[config.mk]
export PLATFORM = sky130hd
export DESIGN_NAME = frame_serializer
export DESIGN_NICKNAME = d
export VERILOG_FILES = /design/src/rtl/frame_serializer.sv
export SDC_FILE = /design/constraint.sdc
export NUM_CORES = 1
export LEC_CHECK = 0
export CAP_MARGIN = 40
export CORE_ASPECT_RATIO = 0.8
export CORE_MARGIN = 1.5
export CORE_UTILIZATION = 54
export CTS_CLUSTER_SIZE = 12
export DETAILED_ROUTE_END_ITERATION = 10
export GPL_TIMING_DRIVEN = 0
export PLACE_DENSITY = 0.88
export SLEW_MARGIN = 15
export SYNTH_ARGS = -nofsm -noshare
export SYNTH_HDL_FRONTEND = slang
export SYNTH_SLANG_ARGS = --single-unit
[constraint.sdc]
create_clock -name clk -period 2 [get_ports clk]
set_clock_uncertainty 0.1 [all_clocks]
set_input_delay 0.4 -clock clk [delete_from_list [all_inputs] [get_ports clk]]
set_output_delay 0.4 -clock clk [all_outputs]
set_load 0.03 [all_outputs]
[src/rtl/frame_serializer.sv]
// frame_serializer: sends {HEADER, payload, optional parity} on one line, BIT_TICKS clocks per bit,
// with ready/busy/done handshaking.
module frame_serializer #(
  parameter int              DATA_W    = 5,
  parameter int              HDR_W     = 4,
  parameter logic [HDR_W-1:0] HEADER   = 4'b0101,
  parameter int              BIT_TICKS = 10,
  parameter int              PAR_MODE  = 0,
  parameter bit              MSB_FIRST = 1'b1,
  parameter logic            IDLE_LVL  = 1'b0
) (
  input  logic              clk,
  input  logic              rst,
  input  logic              send,
  input  logic [DATA_W-1:0] message,
  output logic              data,
  output logic              ready,
  output logic              busy,
  output logic              done
);
  localparam int N  = HDR_W + DATA_W + ((PAR_MODE != 0) ? 1 : 0);
  localparam int TW = (BIT_TICKS > 1) ? $clog2(BIT_TICKS) : 1;
  localparam int NW = $clog2(N);
  typedef enum logic {IDLE, SEND} state_t;
  state_t          state_q, state_d;
  logic [TW-1:0]   tick_q, tick_d;
  logic [NW-1:0]   bit_q, bit_d;
  logic [N-1:0]    sr_q, sr_d, frame;
  logic            data_q, data_d, done_q, done_d, par, last_tick;
  // frame is arranged so the first bit on the line sits at the MSB
  always_comb begin
    frame = '0;
    par = (PAR_MODE == 2) ? ~^message : ^message;
    for (int i = 0; i < HDR_W; i++) frame[N-1-i] = MSB_FIRST ? HEADER[HDR_W-1-i] : HEADER[i];
    for (int i = 0; i < DATA_W; i++) frame[N-1-HDR_W-i] = MSB_FIRST ? message[DATA_W-1-i] : message[i];
    if (PAR_MODE != 0) frame[0] = par;
  end
  always_comb begin
    state_d = state_q;
    tick_d = tick_q;
    bit_d = bit_q;
    sr_d = sr_q;
    data_d = data_q;
    done_d = 1'b0;
    last_tick = tick_q == TW'(BIT_TICKS - 1);
    if (state_q == IDLE) begin
      if (send) begin
        state_d = SEND;
        tick_d = '0;
        bit_d = '0;
        sr_d = frame;
        data_d = frame[N-1];
      end
    end else begin
      tick_d = last_tick ? '0 : tick_q + 1'b1;
      if (last_tick && bit_q == NW'(N - 1)) begin
        state_d = IDLE;
        bit_d = '0;
        sr_d = '0;
        data_d = IDLE_LVL;
        done_d = 1'b1;
      end else if (last_tick) begin
        bit_d = bit_q + 1'b1;
        sr_d = {sr_q[N-2:0], 1'b0};
        data_d = sr_q[N-2];
      end
    end
  end
  always_ff @(posedge clk or posedge rst) begin
    if (rst) begin
      state_q <= IDLE;
      tick_q <= '0;
      bit_q <= '0;
      sr_q <= '0;
      data_q <= IDLE_LVL;
      done_q <= 1'b0;
    end else begin
      state_q <= state_d;
      tick_q <= tick_d;
      bit_q <= bit_d;
      sr_q <= sr_d;
      data_q <= data_d;
      done_q <= done_d;
    end
  end
  assign data = data_q;
  assign busy = state_q == SEND;
  assign ready = state_q == IDLE;
  assign done = done_q;
endmodule

Word-level counts from Yosys, hierarchy flattened
Cells that the tools add are included.
{ "word_totals": {"reg_bits": 19, "latch_bits": 0, "ram_bits": 0, "mem_bits_ro": 0, "in_bits": 8, "elab_cells": 34, "memories": 0} }
{ "op_classes": {"addsub": 2, "multipliers": 0, "div_mod_pow": 0, "n_lt_le_gt_ge": 0, "eq_ne": 3, "n_shift": 0, "mux": 19, "bitwise": 1, "reduce_logical": 3} }
{ "op_table": {"columns": ["op", "count"], "rows": [
  ["8-bit two-way mux", 4],
  ["4-bit two-way mux", 6],
  ["1-bit two-way mux", 9],
  ["4-bit by 1-bit adder with 4-bit output, second input constant", 2],
  ["4-bit == test, second input constant", 2],
  ["3-bit by 1-bit != test with 1-bit output, second input constant", 1],
  ["2-bit AND reduction", 1],
  ["2-bit nonzero test", 1],
  ["1-bit logical AND", 1],
  ["1-bit NOT", 1]
]} }

Logic depth before layout (Yosys ltp)
{ "logic_depth": {"word_depth": 4, "ltp_mapped": 6} }

Worst setup path after synthesis
Ideal clock, no wire load.
{ "synth_path": {"kind": "register to output", "start": "reg state_q (netlist: busy)", "end": "out ready", "arrival_ps": 1007, "slack_ps": 493, "stages_incl_launch_ff": 4, "path_buffers": 2, "path_cell_list": "dfrtp_1 > buf_2 > inv_2 > buf_2"} }
{ "synth_between": {"elab_chain_cells": 1} }
{ "synth_rtl": {"columns": ["item", "line", "rtl"], "rows": [
  ["from (decl)", "25", "state_t state_q, state_d;"],
  ["from (signal assigned)", "78", "state_q <= state_d;"],
  ["1-bit NOT", "88", "assign ready = state_q == IDLE;"],
  ["to (decl)", "17", "output logic ready,"]
]} }
No other way between the ends.

Worst setup path in the final report
{ "layout_path": {"start": "reg state_q (netlist: busy)", "end": "out busy"} }
{ "layout_rtl": {"columns": ["item", "line", "rtl"], "rows": [
  ["to (decl)", "18", "output logic busy,"]
]} }
No word-level cell between the ends.

==> reports/results.ini <==
[run_status]
status=finished, final reports clean

[route]
drt.antenna.violating_nets=0
via_per_inst=6.458
dr.pass1.iters=4
wl_per_cell_um=16.58
routed_wl_um=2355
routed-via-count=917
drc=0
drt_iter0_drc=54

[yosys]
synth_seq_cells=19
yosys.area_share.simple=0.2260
synth_xor_area_frac=0
synthMuxAreaShare=0
synth_compound_area_frac=0.2005
syn_inst=106
synth_nets=118
syn_area_per_cell_um2=9.715
yosys_warnings=0
synth_area_um2=1030
synth_top_family_by_area=simple AND/OR/NAND/NOR gates
yosys.area_share.adder=0.04860
yosys.cell_types.count=36
synth.yosys.seq_area_share=0.4617

[setup_path]
r2r_start=bit_q[0]
max_stage_delay_ns=0.69
worst_setup_path_end_kind=primary output
critPathArrivalTime_ns=1.40
worst-r2r-setup-slack_ns=0.34
cp_max_fo=4
worstRegToRegCells=6
required_ns=1.50
crit_chain=clkdlybuf4s50_1
slowest_stage=clkdlybuf4s50_1
critical_path_buf_inv_count=1
r2r_end=bit_q[3]
start_kind=flop
crit_family=buffers and inverters
setup.worst_path.class=reg2out

[clock_network]
cts.sink_count=19
cts_tree=yes
cts_max_level=1
ctsHoldBuffers=0
worstSkewPairLatency_ns=0.31
root_buffer=clkbuf_4
cts_buffer_depth=2
cts_setup_buffers=0
cts_buffers=3
cts.clk_slew.worst_paths_ns=0.11

[floorplanning]
dieArea_um2=2180
fp.dieW_um=51.82
initial_utilization=0.6029
coreArea_um2=1708
die_h_um=42.06
ios=12
rows=13

[sta]
rsz0062_at_grt=no
finalCritPeriodShare=0.9508
tightest_slew_ns=0.7085
slew_viol_final=0
final.setup.tns_ns=0
setup_viol=0
period_minus_slack_ns=1.902
max_freq_mhz=525.9
hold_viol_final=0
slew_headroom=0.5271
holdWs_ns=0.3970

[placed_design]
dpl.hpwl_um=1721
place_congestion=0.8265
io_buffers=11
placed_area_um2=1167

[cells_and_area]
fillers=130
final_nets=133
seq_area_um2=475.5
diodes=0
stdcell_area_um2=1186
synthToLayoutAreaGrowth_pct=15.19
multi_input_area_um2=489.2
drive_above_1_share=0.1417

[grt]
globalRouteOverflowTotal=0
grt_pass1_vias=878
grt_use_total=0.2483
grt_pass1_wl_um=3967
antenna_found_initial=0
grt_max_degree=20

[flow_run]
drv_cap=0

[pwr]
power_leakage_nw=0.5173
p_per_area_nw_per_um2=1203
power_mw=1.427
ir_drop_mv=0.6537

[hold_path]
holdCritPathClass=in2async

timing repair:
| item | CTS | global route |
|---|---|---|
| setup endpoints to repair | 1 | 1 |
| gates resized for setup | 5 | 1 |
| pin swaps | 0 | 0 |
area by class of cell:
type,count,area share
buffer,6,0.03165
clock buffer,4,0.02215
inverter,6,0.01899
multi-input combinational,74,0.4124
sequential,19,0.4008
tap,22,0.02321
timing repair buffer,11,0.09072
stage by stage:
stage,worst slack (ns),util,std cells
after floorplan,0.4929,-,106
after detailed placement,-0.06739,0.6835,139
after CTS,0.06107,0.6960,143
after global routing,0.07471,0.6945,142
after global placement,-0.05083,0.6835,139
final,0.09844,0.6945,142
how the worst max path moves through the flow:
stage                     startpoint    end  slack [ns]  depth (start not counted)
final                           busy   busy         0.1                          1
after detailed placement        busy  ready       -0.07                          4
after global placement          busy  ready       -0.05                          4
after CTS                       busy  ready        0.06                          4
after floorplan                 busy  ready        0.49                          3
after global routing            data   data        0.07                          1
routing by layer:
metal / up-vias / global-route usage / wire (um)
li1: 416 / - / -
met3: 10 / 0.08571 / 207
met5: - / 0 / 0
met1: 441 / 0.3142 / 972
met4: 0 / 0.08947 / 62
met2: 50 / 0.3899 / 1112
placed cells by master (no fill, tap or decap), types with 5 or more instances in the layout:
| cell | n |
|---|---|
| a31oi_1 | 5 |
| nand2_1 | 11 |
| nor3_1 | 5 |
| inv_1 | 5 |
| nand3_1 | 7 |
| clkdlybuf4s50_1 | 10 |
| a21oi_1 | 5 |
| dfrtp_1 | 19 |
kinds of logic (layout without fill, tap and decap cells):
| kind of cell | after synthesis | count (layout) |
|---|---|---|
| AOI/OAI and AO/OA | 30 | 30 |
| adders and majority gates | 4 | 4 |
| buffers and inverters | 13 | 27 |
| DFF | 19 | 19 |
| and+or+nand+nor | 40 | 40 |
power breakdown:
| group | internal, mW | switching (mW) | total [mW] | leakage [nW] |
|---|---|---|---|---|
| clock network | 0.0780 | 0.128 | 0.206 | 0.0150 |
| registers | 0.545 | 0.168 | 0.713 | 0.229 |
| logic | 0.264 | 0.244 | 0.508 | 0.273 |
flip-flops by register name (all words and copies together), names as in the netlist:
name and count:
sr_q 8, busy 1, data 1, tick_q 4, done 1, bit_q 4
cell usage after synthesis:
cell type / count / share of area
a211oi_1: 1 / 0.0073
a21boi_0: 1 / 0.0073
a21o_1: 1 / 0.0073
a21oi_1: 5 / 0.024
a21oi_2: 1 / 0.0085
a22o_1: 1 / 0.0085
a2bb2oi_1: 1 / 0.0085
a31oi_1: 5 / 0.030
a32o_1: 1 / 0.0097
a41oi_2: 1 / 0.016
and3b_1: 2 / 0.017
and4b_1: 1 / 0.0097
buf_2: 4 / 0.019
buf_4: 3 / 0.022
dfrtp_1: 19 / 0.46
ha_1: 4 / 0.049
inv_1: 5 / 0.018
inv_2: 1 / 0.0036
nand2_1: 11 / 0.040
nand3_1: 7 / 0.034
nand3b_1: 1 / 0.0073
nand3b_4: 1 / 0.019
nand4_1: 2 / 0.012
nor2_1: 3 / 0.011
nor2_2: 1 / 0.0061
nor2b_1: 2 / 0.012
nor2b_2: 1 / 0.0085
nor3_1: 5 / 0.024
nor3_2: 1 / 0.0097
o211ai_1: 4 / 0.029
o21ai_0: 2 / 0.0097
o21ai_1: 4 / 0.019
o22ai_1: 1 / 0.0061
o32ai_1: 1 / 0.0085
or2_1: 1 / 0.0061
or3b_1: 1 / 0.0085
Note: power is estimated with default switching activity, not from simulation.
